File: src/rtl/harness_pkg.sv
// Shared types and constants for the program-load / run / dump harness.
package harness_pkg;

  localparam int unsigned XLEN_DEF = 32;
  localparam int unsigned REG_AW   = 5;

  typedef enum logic [2:0] {
    HS_LOAD  = 3'd0,
    HS_ARMED = 3'd1,
    HS_RUN   = 3'd2,
    HS_DUMP  = 3'd3,
    HS_DONE  = 3'd4
  } hs_state_t;

endpackage

File: src/rtl/boot_harness.sv
// Program-load and run controller: streams a program into IMEM while the core
// is held in reset, runs the core for a fixed cycle count, then freezes it and
// dumps selected register-file entries as a result stream.
module boot_harness
  import harness_pkg::*;
#(
  parameter int unsigned XLEN       = XLEN_DEF,
  parameter int unsigned IMEM_DEPTH = 256,
  parameter int unsigned NUM_SNAP   = 4,
  parameter int unsigned CNT_W      = 32,
  localparam int unsigned IMEM_AW   = $clog2(IMEM_DEPTH),
  localparam int unsigned SIDX_W    = (NUM_SNAP > 1) ? $clog2(NUM_SNAP) : 1
) (
  input  logic                       clk,
  input  logic                       rst,
  input  logic                       clear,
  input  logic                       load_valid,
  output logic                       load_ready,
  input  logic [XLEN-1:0]            load_data,
  input  logic                       load_last,
  input  logic                       start,
  input  logic [CNT_W-1:0]           run_cycles,
  input  logic [NUM_SNAP*REG_AW-1:0] snap_addr,
  output logic                       imem_we,
  output logic [IMEM_AW-1:0]         imem_addr,
  output logic [XLEN-1:0]            imem_wdata,
  output logic                       cpu_rst,
  output logic                       cpu_en,
  output logic [REG_AW-1:0]          rf_raddr,
  input  logic [XLEN-1:0]            rf_rdata,
  output logic                       snap_valid,
  output logic [SIDX_W-1:0]          snap_idx,
  output logic [XLEN-1:0]            snap_data,
  output logic [CNT_W-1:0]           cycle_count,
  output logic                       done,
  output logic                       err_trunc
);

  hs_state_t          r_state;
  hs_state_t          w_next;
  logic [IMEM_AW-1:0] r_wr_ptr;
  logic [CNT_W-1:0]   r_run_cnt;
  logic [CNT_W-1:0]   r_cycle_count;
  logic [SIDX_W-1:0]  r_dump_idx;
  logic               r_load_ready;
  logic               r_cpu_rst;
  logic               r_cpu_en;
  logic               r_done;
  logic               r_err_trunc;
  logic               r_imem_we;
  logic [IMEM_AW-1:0] r_imem_addr;
  logic [XLEN-1:0]    r_imem_wdata;
  logic               r_snap_valid;
  logic [SIDX_W-1:0]  r_snap_idx;
  logic [XLEN-1:0]    r_snap_data;
  logic [REG_AW-1:0]  w_rf_raddr;
  logic               w_hs;
  logic               w_ptr_end;
  logic               w_dump_act;
  logic               w_dump_last;

  // load_ready is registered from the next state, so it is high exactly in LOAD
  assign w_hs        = load_valid & r_load_ready & ~clear;
  assign w_ptr_end   = (r_wr_ptr == IMEM_AW'(IMEM_DEPTH - 1));
  assign w_dump_act  = (r_state == HS_DUMP) & ~clear;
  assign w_dump_last = (r_dump_idx == SIDX_W'(NUM_SNAP - 1));

  // Next-state decode; clear overrides every transition
  always_comb begin
    w_next = r_state;
    case (r_state)
      HS_LOAD:  if (w_hs && (load_last || w_ptr_end)) w_next = HS_ARMED;
      HS_ARMED: if (start) w_next = (run_cycles == '0) ? HS_DUMP : HS_RUN;
      HS_RUN:   if (r_run_cnt == CNT_W'(1)) w_next = HS_DUMP;
      HS_DUMP:  if (w_dump_last) w_next = HS_DONE;
      HS_DONE:  if (start) w_next = HS_ARMED;
      default:  w_next = HS_LOAD;
    endcase
    if (clear) w_next = HS_LOAD;
  end

  // Debug read address selects the snap entry for the current dump index
  always_comb begin
    w_rf_raddr = '0;
    if (r_state == HS_DUMP) begin
      for (int unsigned i = 0; i < NUM_SNAP; i++) begin
        if (r_dump_idx == SIDX_W'(i)) w_rf_raddr = snap_addr[REG_AW*i +: REG_AW];
      end
    end
  end

  // FSM state and state-derived control outputs (registered from next state)
  always_ff @(posedge clk or negedge rst) begin
    if (!rst) begin
      r_state      <= HS_LOAD;
      r_load_ready <= 1'b1;
      r_cpu_rst    <= 1'b1;
      r_cpu_en     <= 1'b0;
      r_done       <= 1'b0;
    end else begin
      r_state      <= w_next;
      r_load_ready <= (w_next == HS_LOAD);
      r_cpu_rst    <= (w_next == HS_LOAD) || (w_next == HS_ARMED);
      r_cpu_en     <= (w_next == HS_RUN);
      r_done       <= (w_next == HS_DONE);
    end
  end

  // Program load: write pointer, IMEM write port and truncation flag
  always_ff @(posedge clk or negedge rst) begin
    if (!rst) begin
      r_wr_ptr     <= '0;
      r_err_trunc  <= 1'b0;
      r_imem_we    <= 1'b0;
      r_imem_addr  <= '0;
      r_imem_wdata <= '0;
    end else begin
      r_imem_we <= w_hs;
      if (w_hs) begin
        r_imem_addr  <= r_wr_ptr;
        r_imem_wdata <= load_data;
      end
      if (clear) begin
        r_wr_ptr    <= '0;
        r_err_trunc <= 1'b0;
      end else if (w_hs) begin
        r_wr_ptr <= r_wr_ptr + 1'b1;
        if (w_ptr_end && !load_last) r_err_trunc <= 1'b1;
      end
    end
  end

  // Run-length down-counter and run-cycle up-counter; cycle_count survives clear
  always_ff @(posedge clk or negedge rst) begin
    if (!rst) begin
      r_run_cnt     <= '0;
      r_cycle_count <= '0;
    end else if (!clear) begin
      if (r_state == HS_ARMED && start) begin
        r_run_cnt     <= run_cycles;
        r_cycle_count <= '0;
      end else if (r_state == HS_RUN) begin
        r_run_cnt     <= r_run_cnt - 1'b1;
        r_cycle_count <= r_cycle_count + 1'b1;
      end
    end
  end

  // Dump sequencing: one register-file entry captured per DUMP cycle
  always_ff @(posedge clk or negedge rst) begin
    if (!rst) begin
      r_dump_idx   <= '0;
      r_snap_valid <= 1'b0;
      r_snap_idx   <= '0;
      r_snap_data  <= '0;
    end else begin
      r_dump_idx   <= (w_dump_act && !w_dump_last) ? r_dump_idx + 1'b1 : '0;
      r_snap_valid <= w_dump_act;
      if (w_dump_act) begin
        r_snap_idx  <= r_dump_idx;
        r_snap_data <= rf_rdata;
      end
    end
  end

  assign load_ready  = r_load_ready;
  assign imem_we     = r_imem_we;
  assign imem_addr   = r_imem_addr;
  assign imem_wdata  = r_imem_wdata;
  assign cpu_rst     = r_cpu_rst;
  assign cpu_en      = r_cpu_en;
  assign rf_raddr    = w_rf_raddr;
  assign snap_valid  = r_snap_valid;
  assign snap_idx    = r_snap_idx;
  assign snap_data   = r_snap_data;
  assign cycle_count = r_cycle_count;
  assign done        = r_done;
  assign err_trunc   = r_err_trunc;

endmodule

File: config.mk
export PLATFORM = sky130hd
export DESIGN_NAME = boot_harness
export DESIGN_NICKNAME = d
export VERILOG_FILES = /design/src/rtl/harness_pkg.sv /design/src/rtl/boot_harness.sv
export SDC_FILE = /design/constraint.sdc
export NUM_CORES = 1
export LEC_CHECK = 0
export ABC_AREA = 1
export CAP_MARGIN = 20
export CORE_MARGIN = 2
export CORE_UTILIZATION = 52
export CTS_CLUSTER_DIAMETER = 200
export CTS_CLUSTER_SIZE = 20
export DETAILED_ROUTE_END_ITERATION = 10
export PLACE_DENSITY = 0.86
export SYNTH_ARGS = -nofsm -noshare
export SYNTH_HDL_FRONTEND = slang
export SYNTH_SLANG_ARGS = --single-unit
File: constraint.sdc
create_clock -name clk -period 4.5 [get_ports clk]
set_clock_uncertainty 0.1 [all_clocks]
set_input_delay 0.9 -clock clk [delete_from_list [all_inputs] [get_ports clk]]
set_output_delay 0.9 -clock clk [all_outputs]
set_load 0.05 [all_outputs]
==> flow_metrics.tcl, run 1 <==
set metrics [dict create \
    hpwl_um 19200 \
    cp.arrival_ns 2.65 \
    cts_tree "yes" \
    drt_pass1_iterations 7 \
    slew_viol_final 0 \
    die-area_um2 17300 \
    dieHeight_um 131 \
    cts_setup_buffers 0 \
    ant_nets 0 \
    syn_avg_cell_area_um2 7.20 \
    synth-edff-count 0 \
    crit_start "r_dump_idx[1]$_DFF_PN0_" \
    core-area_um2 15900 \
    final_layout_size_suffix_gt1_share_pct 4.87 \
    drt_iter0_markers 770 \
    layout_min_cycle_time_ns 3.65 \
    peakVddDrop_mv 0.322 \
    reg2reg_to "r_run_cnt[18]$_DFFE_PN0P_" \
    io_buffers 239 \
    placementRows 46 \
    diodes 0 \
    p_leak_nw 5.43 \
    netlist_area_um2 8440 \
    cts_hold_buf 0 \
    finalCoreUtilization_pct 73.2 \
    cp-end-kind "primary output" \
    htree_levels 4 \
    setup-tns-final_ns 0 \
    min_period_over_period_pct 81.1 \
    multi_input_area_um2 3890 \
    hp-start "snap_data[30]$_DFFE_PN0P_" \
    cts_sinks 158 \
    synth.top_cell.area_share_pct 46.2 \
    cts_made_buffers 17 \
    required_ns 3.50 \
    hold_path_class "flip-flop to flip-flop" \
    syn2layout_area_growth_pct 37.7 \
    startpoint_type "flip-flop" \
    yosys.area.top_type "dfrtp_1" \
    clock.fmax_ghz 0.274 \
    yosys.area_share.xor_xnor_pct 0.726 \
    worstPathMaxFanout 6 \
    antenna_found_initial 0 \
    grt_max_degree 92 \
    ff2ff_path_depth 10 \
    clk_latency_ns 0.43 \
    grtUsageTotal_pct 30.6 \
    p_per_area_nw_per_um2 454 \
    fillers 1245 \
    hold-path-endpoint "snap_data[30]$_DFFE_PN0P_" \
    synth_top_family_by_area "simple AND/OR/NAND/NOR gates" \
    netlist_top_cells_area "dfrtp_1 46%, nand2_1 19%, nor2_1 6.2%" \
    syn-num-nets 1302 \
    synth_top_flop_cell "dfrtp_1" \
    whs_path_depth 2 \
    initial_core_util_pct 53.1 \
    drt_wl_total_um 26300 \
    synthAdderAreaFrac_pct 1.19 \
    nets 1533 \
    clk_pin_slew_ns 0.07 \
    first_global_vias 8738 \
    vias 8852 \
    grt_first_pass_wirelength_um 42800 \
    async_flop_share_pct 100 \
    ys_seq_area_share_pct 46.9 \
    rr_startpoint "r_state[1]$_DFF_PN0_" \
    cts_root_buffer "clkbuf_16" \
    clockBufferDepth 2 \
    wl_per_cell_um 16.1 \
    slew_headroom_pct 43.5 \
    drcViolationCount 0 \
    finalHoldViolations 0 \
    vias_per_cell 5.42 \
    max_slew.worst_pin.slew_ns 0.848 \
    io_pins 240 \
    ys_seq_elements 158 \
    synth-simple-area-share_pct 34.1 \
    netlist_instances 1172 \
    cap_viol_max_count 0 \
    ff_latch_area_um2 3960 \
    critPathKind "flip-flop to primary output" \
    synthMuxAreaShare_pct 0 \
    synth_compound_area_share_pct 10.1 \
    r2r_slack_ns 1.79 \
    ys_types 39 \
    die_x_um 131 \
    final-setup-viol-count 0 \
    gp_congestion 0.968 \
    overflow 0 \
    rsz0062_at_grt "false" \
    status "finished, final reports clean" \
    yosysWarnings 0 \
    post_cts_resized 0 \
]
==> worst max-delay path, cell delays in order, from the launching register on <==
cell,delay (ns)
dfrtp_1,0.38
inv_1,0.09
ha_1,0.27
inv_1,0.19
nand3_1,0.09
nand2_1,0.08
o21ai_0,0.13
a21oi_1,0.17
clkdlybuf4s50_1,0.82
==> layout make-up <==
type                    count  share of cell area, %
clock buffers              17                   3.66
repair buffers            248                   21.2
clock inverters            15                   1.70
well taps                 216                   2.33
multi-input cells         866                   33.5
inverters                 112                   3.62
flip-flops and latches    158                   34.0
==> registers in the layout (all words and copies together) (netlist names), 3 cells and up <==
name	cells
r_run_cnt	32
imem_addr	8
imem_wdata	32
r_state	3
r_wr_ptr	8
snap_data	32
cycle_count	32
==> layer usage <==
layer	share of wire [%]	track usage [%]
met5	0	0
met4	3.6	12.9
met3	8.7	7.45
met2	49	52.0
met1	39	37.2
==> logic make-up after synthesis <==
| group | after synthesis |
|---|---|
| xor+xnor | 7 |
| simple gates | 694 |
| flops | 158 |
| buf+inv | 148 |
| compound gates | 157 |
| fa+ha+maj | 8 |
==> worst max-delay path by stage <==
stage	slack (ns)	end	cells after the start
after CTS	0.86	rf_raddr[2]	8
after global routing	0.72	rf_raddr[3]	8
after detailed placement	0.84	r_run_cnt[18]$_DFFE_PN0P_	10
final	0.85	rf_raddr[2]	8
after floorplan	1.33	rf_raddr[4]	4
after global placement	0.83	rf_raddr[3]	6
==> power by group <==
part | leakage, nW | internal [mW] | switching [mW] | total, mW
clock network | 0.302 | 0.850 | 0.674 | 1.52
registers | 2.02 | 1.68 | 0.286 | 1.97
logic | 3.11 | 0.601 | 1.18 | 1.78
==> synthesized netlist by cell type, types with 2 or more instances <==
master	n
or2_2	2
nand2_4	2
o21a_1	2
nor3_1	22
dfstp_2	2
xnor2_1	2
buf_4	4
xor2_1	5
buf_2	16
a21oi_1	38
nand3_1	60
nand2_1	422
inv_2	7
nor2_1	139
o21ai_0	94
inv_1	105
ha_1	8
nor2_2	6
clkbuf_1	15
o31ai_1	4
nor2_4	2
dfrtp_1	156
o211ai_1	10
nand4_1	34
==> layout by cell type (no fill, tap or decap), types with 4 or more instances in the layout <==
| cell type | n |
|---|---|
| nor3_1 | 22 |
| nand2_1 | 421 |
| clkbuf_16 | 17 |
| nand4_1 | 34 |
| inv_6 | 4 |
| inv_1 | 105 |
| inv_2 | 7 |
| o211ai_1 | 10 |
| dfrtp_1 | 156 |
| nand3_1 | 60 |
| buf_4 | 9 |
| xor2_1 | 5 |
| nor2_1 | 138 |
| clkdlybuf4s50_1 | 238 |
| nor2_2 | 7 |
| ha_1 | 8 |
| o31ai_1 | 4 |
| a21oi_1 | 38 |
| o21ai_0 | 94 |
| inv_8 | 4 |
==> metrics by stage <==
stage          setup WS [ns]  cell area, um^2  std cells  total power [mW]  hold slack [ns]
2_1_floorplan           1.33             8440       1172              3.05            0.355
3_3_place_gp           0.834            11000       1600              3.70            0.352
3_5_place_dp           0.844            11000       1600              3.74            0.357
4_1_cts                0.858            11600       1632              5.27            0.375
5_1_grt                0.725            11600       1632              5.53            0.396
6_report               0.851            11600       1632              5.28            0.368
Note: power is estimated with default switching activity, not from simulation.
==> run 2, diff against run 1 <==
--- a/config.mk
+++ b/config.mk
@@ -8,11 +8,11 @@
 export ABC_AREA = 1
 export CAP_MARGIN = 20
 export CORE_MARGIN = 2
-export CORE_UTILIZATION = 52
+export CORE_UTILIZATION = 49
 export CTS_CLUSTER_DIAMETER = 200
 export CTS_CLUSTER_SIZE = 20
 export DETAILED_ROUTE_END_ITERATION = 10
-export PLACE_DENSITY = 0.86
+export PLACE_DENSITY = 0.82
 export SYNTH_ARGS = -nofsm -noshare
 export SYNTH_HDL_FRONTEND = slang
 export SYNTH_SLANG_ARGS = --single-unit
==> constraint.sdc (replaced) <==
create_clock -name clk -period 3.44 [get_ports clk]
set_clock_uncertainty 0.1 [all_clocks]
set_input_delay 0.688 -clock clk [delete_from_list [all_inputs] [get_ports clk]]
set_output_delay 0.688 -clock clk [all_outputs]
set_load 0.05 [all_outputs]
==> flow_metrics.tcl, run 2 (synthesis gave the netlist of run 1 again) <==
set metrics [dict create \
    startpoint_type "flip-flop" \
    layout_min_cycle_time_ns 2.80 \
    cap_viol_max_count 0 \
    htree_levels 4 \
    grt_max_degree 66 \
    final-setup-viol-count 0 \
    hold_path_class "input port to async pin" \
    clockBufferDepth 2 \
    die-area_um2 18300 \
    grt_first_pass_wirelength_um 41600 \
    finalCoreUtilization_pct 69.8 \
    cts_made_buffers 17 \
    setup-tns-final_ns 0 \
    diodes 0 \
    peakVddDrop_mv 0.444 \
    io_pins 240 \
    placementRows 47 \
    fin_area_um2 11700 \
    overflow 0 \
    min_period_over_period_pct 81.3 \
    finalHoldViolations 0 \
    cts_hold_buf 0 \
    drt_wl_total_um 25600 \
    cts_tree "yes" \
    ant_nets 0 \
    gp_congestion 0.980 \
    cp-end-kind "primary output" \
    status "finished, final reports clean" \
    core-area_um2 16700 \
    cts_setup_buffers 0 \
    die_x_um 135 \
    slew_viol_final 0 \
    io_buffers 239 \
    initial_core_util_pct 50.5 \
    final_common_cell "nand2_1" \
    drt_iter0_markers 660 \
    antenna_found_initial 0 \
    final_layout_size_suffix_gt1_share_pct 5.49 \
    cts_sinks 158 \
    vias_per_cell 5.33 \
    dieHeight_um 135 \
    post_cts_resized 0 \
    clock.fmax_ghz 0.358 \
    wl_per_cell_um 15.6 \
    cp.arrival_ns 2.01 \
    vias 8740 \
    cts_root_buffer "clkbuf_16" \
    p_leak_nw 5.46 \
    clk_pin_slew_ns 0.07 \
    rsz0062_at_grt "false" \
    syn2layout_area_growth_pct 38.1 \
    worstPathMaxFanout 11 \
    slew_headroom_pct 55.5 \
    required_ns 2.65 \
    final_cell_mix "421 x nand2_1, 233 x clkdlybuf4s50_1, 156 x dfrtp_1" \
    hpwl_um 19000 \
    drt_pass1_iterations 5 \
    nets 1537 \
    critPathKind "flip-flop to primary output" \
    p_per_area_nw_per_um2 584 \
    clk_latency_ns 0.43 \
    fillers 1410 \
    first_global_vias 8463 \
    place_area_um2 11000 \
    max_slew.worst_pin.slew_ns 0.665 \
    grtUsageTotal_pct 28.7 \
    drcViolationCount 0 \
]
run 2: routing by layer:
layer | GRT usage (%) | part of all wire [%]
met5 | 0 | 0
met2 | 47.5 | 49
met4 | 11.7 | 3.1
met3 | 6.77 | 7.7
met1 | 36.3 | 40
run 2: per-stage QoR:
step	hold slack, ns	instances	setup slack, ns	power (mW)
2_1_floorplan	0.292	1172	0.600	4.00
3_3_place_gp	0.353	1608	0.598	4.85
3_5_place_dp	0.357	1608	0.546	4.89
4_1_cts	0.147	1640	0.643	6.82
5_1_grt	0.184	1640	0.460	7.15
6_report	0.139	1640	0.644	6.81
run 2: final cells by class:
| class | count | area, um^2 | area share [%] |
|---|---|---|---|
| Sequential cell | 158 | 3960 | 33.9 |
| Multi-Input combinational cell | 866 | 3890 | 33.4 |
| Timing Repair Buffer | 252 | 2490 | 21.4 |
| Clock buffer | 17 | 425 | 3.65 |
| Inverter | 112 | 420 | 3.61 |
| Tap cell | 220 | 275 | 2.36 |
| Clock inverter | 15 | 195 | 1.67 |
run 2: final timing paths:
| path | slack (ns) | cells after the start | start | endpoint |
|---|---|---|---|---|
| max | 0.64 | 5 | r_dump_idx[0]$_DFF_PN0_ | rf_raddr[4] |
| min | 0.14 | 1 | rst | r_run_cnt[29]$_DFFE_PN0P_ |
| max in group asynchronous | 2.21 | 2 | rst | snap_data[11]$_DFFE_PN0P_ |
| min reg2reg | 0.37 | 2 | snap_data[24]$_DFFE_PN0P_ | snap_data[24]$_DFFE_PN0P_ |
| max reg2reg | 1.28 | 10 | r_state[0]$_DFF_PN0_ | r_run_cnt[18]$_DFFE_PN0P_ |
| min in group clk | 0.37 | 2 | snap_data[24]$_DFFE_PN0P_ | snap_data[24]$_DFFE_PN0P_ |
run 2: power by group:
part,internal (mW),switching (mW),total [mW]
Combinational,0.789,1.54,2.33
Sequential,2.20,0.366,2.57
Clock,0.991,0.922,1.91
run 2: critical path, stage by stage, from the launching register on:
cell and delay, ns:
dfrtp_1 0.42, ha_1 0.26, inv_1 0.27, nand2_1 0.15, o21ai_0 0.24, buf_4 0.24
